File: config.mk
export PLATFORM = sky130hd
export DESIGN_NAME = alu_share_arbiter
export DESIGN_NICKNAME = d
export VERILOG_FILES = /design/src/rtl/alu_share_arbiter.sv
export SDC_FILE = /design/constraint.sdc
export NUM_CORES = 1
export LEC_CHECK = 0
export BUFFER_PORTS_ARGS = -buffer_cell sky130_fd_sc_hd__buf_4
export CAP_MARGIN = 20
export CELL_PAD_IN_SITES_DETAIL_PLACEMENT = 1
export CELL_PAD_IN_SITES_GLOBAL_PLACEMENT = 2
export CORE_MARGIN = 4
export CORE_UTILIZATION = 25
export CTS_CLUSTER_SIZE = 12
export DETAILED_ROUTE_END_ITERATION = 7
export PLACE_DENSITY = 0.77
export SYNTH_ARGS = -nofsm -noshare
export SYNTH_HDL_FRONTEND = slang
export SYNTH_SLANG_ARGS = --single-unit
File: constraint.sdc
create_clock -name CLK -period 1.45 [get_ports CLK]
set_input_delay 0.0725 -clock CLK [delete_from_list [all_inputs] [get_ports CLK]]
set_output_delay 0.0725 -clock CLK [all_outputs]
set_load 0.02 [all_outputs]
File: src/rtl/alu_share_arbiter.sv
// alu_share_arbiter
// Time-shares one external 8-bit ALU between two requesters. A request is
// accepted through a valid/ready handshake, its operands and select are
// registered onto the ALU, the result is sampled ALU_WAIT cycles later and
// returned with the requester ID through a second valid/ready handshake.
// Only one operation is ever in flight.
//
// Build option:
//   ALU_ARB_FIXED_PRIO_EN  defined   -> requester 0 always wins a contested grant
//                          undefined -> round-robin on the last-granted ID
module alu_share_arbiter #(
   parameter int ALU_WAIT = 1            // legal range 1..15
) (
   input  logic       CLK,
   input  logic       RESET,             // synchronous, active low
   input  logic       REQ0_VALID,
   output logic       REQ0_READY,
   input  logic [2:0] REQ0_OP,
   input  logic [7:0] REQ0_A,
   input  logic [7:0] REQ0_B,
   input  logic       REQ1_VALID,
   output logic       REQ1_READY,
   input  logic [2:0] REQ1_OP,
   input  logic [7:0] REQ1_A,
   input  logic [7:0] REQ1_B,
   output logic [7:0] ALU_DATA1,
   output logic [7:0] ALU_DATA2,
   output logic [2:0] ALU_SELECT,
   input  logic [7:0] ALU_RESULT,
   output logic       RSP_VALID,
   output logic       RSP_ID,
   output logic [7:0] RSP_RESULT,
   input  logic       RSP_READY
);

   localparam logic [1:0] ST_IDLE = 2'd0;
   localparam logic [1:0] ST_EXEC = 2'd1;
   localparam logic [1:0] ST_RESP = 2'd2;

   localparam logic [3:0] WAIT_LOAD = 4'(ALU_WAIT);

   logic [1:0] state;
   logic [3:0] cnt;
   logic       cur_id;
   logic       gnt_valid;
   logic       gnt_id;
   logic       idle;
   logic       accept;
   logic       cnt_done;
   logic [2:0] gnt_op;
   logic [7:0] gnt_a;
   logic [7:0] gnt_b;

`ifndef ALU_ARB_FIXED_PRIO_EN
   logic       ptr;                      // last-granted requester ID
`endif

   // Grant selection from the two valids (and the round-robin pointer).
   always_comb begin
      gnt_valid = REQ0_VALID | REQ1_VALID;
`ifdef ALU_ARB_FIXED_PRIO_EN
      gnt_id    = ~REQ0_VALID;
`else
      if (REQ0_VALID && REQ1_VALID)
         gnt_id = ~ptr;
      else
         gnt_id = ~REQ0_VALID;
`endif
   end

   // Handshake qualifiers: readies only in IDLE and never while reset is held.
   always_comb begin
      idle       = (state == ST_IDLE) && RESET;
      accept     = idle && gnt_valid;
      REQ0_READY = accept && !gnt_id;
      REQ1_READY = accept &&  gnt_id;
   end

   // Payload mux for the granted requester.
   always_comb begin
      gnt_op = gnt_id ? REQ1_OP : REQ0_OP;
      gnt_a  = gnt_id ? REQ1_A  : REQ0_A;
      gnt_b  = gnt_id ? REQ1_B  : REQ0_B;
   end

   // Last wait cycle; <= 1 also guards against a misconfigured ALU_WAIT of 0.
   always_comb begin
      cnt_done = (cnt <= 4'd1);
   end

   // Sequencer state and wait counter.
   always_ff @(posedge CLK) begin
      if (!RESET) begin
         state  <= ST_IDLE;
         cnt    <= 4'd0;
         cur_id <= 1'b0;
      end else begin
         case (state)
            ST_IDLE: begin
               if (accept) begin
                  state  <= ST_EXEC;
                  cnt    <= WAIT_LOAD;
                  cur_id <= gnt_id;
               end
            end
            ST_EXEC: begin
               cnt <= (cnt == 4'd0) ? 4'd0 : cnt - 4'd1;
               if (cnt_done)
                  state <= ST_RESP;
            end
            ST_RESP: begin
               if (RSP_READY)
                  state <= ST_IDLE;
            end
            default: state <= ST_IDLE;
         endcase
      end
   end

   // ALU operand/select registers; they change only on acceptance.
   always_ff @(posedge CLK) begin
      if (!RESET) begin
         ALU_DATA1  <= 8'd0;
         ALU_DATA2  <= 8'd0;
         ALU_SELECT <= 3'd0;
      end else if (accept) begin
         ALU_DATA1  <= gnt_a;
         ALU_DATA2  <= gnt_b;
         ALU_SELECT <= gnt_op;
      end
   end

   // Response capture and hold until the consumer takes it.
   always_ff @(posedge CLK) begin
      if (!RESET) begin
         RSP_VALID  <= 1'b0;
         RSP_ID     <= 1'b0;
         RSP_RESULT <= 8'd0;
      end else if ((state == ST_EXEC) && cnt_done) begin
         RSP_VALID  <= 1'b1;
         RSP_ID     <= cur_id;
         RSP_RESULT <= ALU_RESULT;
      end else if ((state == ST_RESP) && RSP_READY) begin
         RSP_VALID  <= 1'b0;
      end
   end

`ifndef ALU_ARB_FIXED_PRIO_EN
   // Round-robin pointer; reset to 1 so requester 0 wins the first contest.
   always_ff @(posedge CLK) begin
      if (!RESET)
         ptr <= 1'b1;
      else if (accept)
         ptr <= gnt_id;
   end
`endif

endmodule

* Word level (Yosys, flattened, before mapping)
Cells that the tools add are included. Widths: inputs -> output; s select.
Word-level totals: input bits 51, memories 0, RAM bits 0, bits in latches 0, flip-flop bits (word level) 37, output and inout port bits 31, logic and storage cells 48, ROM bits 0
Cells by class: multiplexer cells 13, reduce and logical (&&, ||, !) cells 15, div/mod/pow operators 0, multipliers 0, $lt $le $gt $ge 1, add/sub/neg operators 1, bitwise logic cells 3, shifts and indexed selects 0, equal/unequal tests 5
Operator list (number):
- $mux 8 | 2
- $mux 4 | 2
- $pmux 4 s2 | 1
- $logic_and 1x1->1 | 7
- $mux 2 | 3
- $ne 2x2->1 const B | 3
- $pmux 2 s3 | 1
- $le 4x1->1 const B | 1
- $logic_not 4->1 | 1
- $reduce_and 2->1 | 2
- $reduce_bool 2->1 | 2
- $sub 4x1->4 const B | 1
- $mux 1 | 3
- $mux 3 | 1
- $reduce_and 3->1 | 1
- $eq 2x1->1 const B | 1
- $eq 2x2->1 const B | 1
- $logic_not 2->1 | 1
- $not 1->1 | 2
- $logic_not 1->1 | 1
- $or 1x1->1 | 1

* Longest topological paths before layout
word-level depth 5, gate-level depth with buffers 5, mapped depth without buffers 3

* Worst setup path before layout
OpenSTA, ideal clock, no wires.
path kind reg-to-reg, from register ptr, to register ptr, cell stages (with the launch flop) 5, required time 1.306 ns, clock period less this slack 1.346 ns, arrival time 1.202 ns, setup time 0.144 ns, path slack 0.104 ns, buffers on the path 1, cell sequence dfxtp_1 -> nor2b_2 -> clkbuf_1 -> nor4b_2 -> o21ai_1
Between the ends: cells in the longest elaborated chain, start to end 2
Ends and longest elaborated chain:
- from (decl) | RTL line 55 | logic ptr;
- from (signal assigned) | RTL line 154 | ptr <= gnt_id;
- $not 1->1 | RTL line 65 | gnt_id = ~ptr;
- $mux 1 | RTL line 64 | if (REQ0_VALID && REQ1_VALID)
No other way between the ends. A chain may end at the register's enable or synchronous reset.

* Final worst setup path
from register ptr, to output REQ1_READY
Between the ends: cells in the longest elaborated chain, start to end 3
Ends and longest elaborated chain:
- $not 1->1 | RTL line 65
- $mux 1 | RTL line 64
- $logic_and 1x1->1 | RTL line 76 | REQ1_READY = accept && gnt_id;
- to (decl) | RTL line 22 | output logic REQ1_READY,
No other way between the ends.

==> impl_summary.md <==
Synthesis
Synthesis inferred 37 register bits. The predominant post-synthesis flop cell is sky130_fd_sc_hd__dfxtp_1. The average instance area after synthesis is 8.75 um2.

The area of the mapped netlist is about 0.0018 mm2. The synthesized netlist cell count is around 200. The number of nets handed over by synthesis was roughly 260.

The number of synthesized flops with an enable pin is 0. The most repeated cell in the gate-level netlist after synthesis is sky130_fd_sc_hd__dfxtp_1. After synthesis, the cell types taking the most area are sky130_fd_sc_hd__dfxtp_1 (42%), sky130_fd_sc_hd__a21oi_1 (9.3%), sky130_fd_sc_hd__o21ai_0 (9.3%). In this run, distinct cell masters in the synthesized netlist total 34. The warning count from the yosys run is 0. In this run the biggest area consumer among cell types represents 41.5% of the synthesized area. The fraction of registers with async set or reset after synthesis is 0%. sky130_fd_sc_hd__dfxtp_1 takes more of the synthesized area than any other cell. Sequential elements use 41.5% of the synthesized area. By count the netlist is led by sky130_fd_sc_hd__dfxtp_1 (37), sky130_fd_sc_hd__a21oi_1 (33), sky130_fd_sc_hd__o21ai_0 (33).

STA
The transition time of the tightest slew-check pin is about 360 ps. The tightest hold path in the finished design has a slack of 36.3 ps. The minimum setup slack in the final design is 73.2 ps.

Clock skew on the completed layout was measured at approximately 2.2 ps. Setup repair after global routing left no endpoint under its margin. The maximum clock frequency is 726 MHz. The total negative slack for setup checks is 0 ps.

The portion of the clock cycle consumed by the worst path in the final layout is between 90% and 100%. The final-report max-slew violation count is 0. Setup violations remaining at the end of the flow were counted as 0. The worst path needs 1380 ps of the cycle, external delays included. The final-report hold violation count came to 0. In this run the tightest slew margin relative to its limit is 75.8%.

GRT
Global routing consumed, over all layers together, 14.1% of the routing resources. After global routing the overflow that remains totals 0. The pin count of the biggest net entering global routing is 21. The via count of the first global-routing pass is just under 2000. The first global-routing pass estimated 9.76 mm of wire.

The initial antenna violation count came to 0.

Clock network
The root buffer cell chosen for the clock tree is sky130_fd_sc_hd__clkbuf_8. For this design, the sink count on the clock tree is 37. The maximum level of the CTS H-tree is 2. Buffers inserted to repair hold after CTS numbered 0.

At the later pin of the worst-skew pair, clock insertion delay measures 280 ps. The number of buffers created by CTS is 5. The post-CTS clock slew at the launch and capture registers of the worst setup and hold paths is about 70 ps. The clock tree from TritonCTS is yes. The worst-case clock buffer depth is 2.

Worst setup path
The worst path required time is 1380 ps. The data arrival time of the worst path is 1300 ps. STA classifies the critical path startpoint as a flop. Of all nets on the critical path, the largest fanout is 17. By startpoint and endpoint, the worst setup path is classified as reg -> out. STA classifies the critical path endpoint as an output port. The worst register-to-register path has a depth of 3.

Routing
The average via count per standard cell is 4.90. In the final routed layout, each cell accounts on average for 16.2 um. The total via count in the routed design is 1888. The final routed DRC violation total is 0. The count of nets left with antenna violations once routing finished came out at 0. After the first detailed-routing iteration, the DRC count stood at 70. Before antenna repair, the detailed router went through 4 iterations. After detailed routing, the total wire length is 6.22 mm.

Flow run
Across the run, the number of max-cap violations was 0.

Floorplan
In this run the count of I/O pins placed on the die edge is roughly 80. In this run the horizontal extent of the chip is 92.5 um. The die covers 0.00855 mm2. After floorplanning, the core was sized to cover 0.00687 mm2. The site row count is 30.

The starting density of the core is 26.0%. In this run the vertical extent of the chip is between 90 and 100 um.

Hold path
The path type of the worst min-delay path is in -> reg. Counting instances, the worst hold path has a depth of 2.

Power
The power per cell area is 989 mW/mm2. The highest ir drop seen on vdd is approximately 0.00028 V. The leakage power figure is 1.06 nW.

Cells and area
The area growth from synthesis to layout is 48.5%. The fraction of final layout cells with drive strength greater than 1 is 41.9%. The final layout contains 340 nets. The number of diodes added for antenna fixing is 0.

Placement
Before CTS, the worst setup slack after placement is 116 ps. The final weighted congestion of routability-driven global placement is 0.751. The final HPWL from detailed placement is 4.30 mm. The count of input and output buffers is 81.

Status
The run finished with clean final reports.
-- final timing paths --
path	startpoint	slack (ps)	endpoint
worst min register to register	cur_id	470	RSP_ID
worst max register to register	cnt[2]	120	RSP_RESULT[7]
worst max-delay path	ptr	70	REQ1_READY
worst min-delay path	RESET	40	ptr
-- metal layers --
layer	share of wire [%]	GRT usage [%]	vias up
li1	-	-	943
met1	43	16.7	901
met2	52	25.9	39
met3	4.5	3.09	5
met4	0.84	2.97	0
met5	0	0	-
-- critical path, stage by stage, from the launching register on --
cell	delay [ps]
sky130_fd_sc_hd__dfxtp_1	340
sky130_fd_sc_hd__nor2b_4	200
sky130_fd_sc_hd__buf_4	220
sky130_fd_sc_hd__o21a_1	130
sky130_fd_sc_hd__buf_4	130
-- what timing repair did --
| item | 4_1_cts | 5_1_grt |
|---|---|---|
| pin swaps | 1 | 1 |
| setup endpoints to repair | 2 | 5 |
| buffers inserted | 2 | 2 |
| resized for setup | 3 | 2 |
| hold endpoints to repair | 0 | 0 |
| cloned | 1 | 0 |
-- state kept, by name, summed over array words and instances (netlist names) --
register and count:
ALU_DATA1 8, ALU_DATA2 8, RSP_RESULT 8, cnt 4, ALU_SELECT 3, state 2
RSP_ID 1, RSP_VALID 1, cur_id 1, ptr 1
-- power breakdown --
group,switching [mW],internal [mW]
Combinational,0.382,0.348
Clock,0.349,0.377
Sequential,0.0610,1.10
-- area by class of cell --
class | count | area, um2
clock buffer | 7 | 86.3
fill | 842 | 4220
inverter | 2 | 7.51
multi-input combinational | 144 | 950
sequential | 37 | 742
tap | 96 | 120
timing repair buffer | 99 | 743
-- logic make-up (layout without fill, tap and decap cells) --
kind of cell	after synthesis	in the layout	share of synthesized area [%]
AOI/OAI and AO/OA	93	93	33.2
buffers and inverters	24	108	6.80
and+or+nand+nor	50	51	18.4
DFF	37	37	41.5
-- cells in the final DEF, fill, tap and decap left out, drive strengths merged --
cell / count
buf: 99
dfxtp: 37
o21ai: 34
a21oi: 33
nand3b: 19
a311oi: 19
nand3: 10
clkbuf: 7
nor3: 4
nand2: 3
o21a: 3
inv: 2
nor4: 2
o21bai: 2
nor2: 2
and2: 2
nor4b: 2
nor2b: 1
and2b: 1
nand2b: 1
or3: 1
nor3b: 1
or4: 1
a31oi: 1
and3: 1
a31o: 1
-- stage by stage --
stage | util [%] | total power [mW] | instances | area (um2)
final | 38.6 | 2.62 | 385 | 2650
after global routing | 38.6 | 2.76 | 385 | 2650
after CTS | 38.3 | 2.65 | 383 | 2630
after detailed placement | 36.4 | 1.89 | 373 | 2500
after global placement | 36.4 | 1.88 | 373 | 2500
after floorplan | - | 1.56 | 204 | 1780
(Power assumes the default switching activity.)
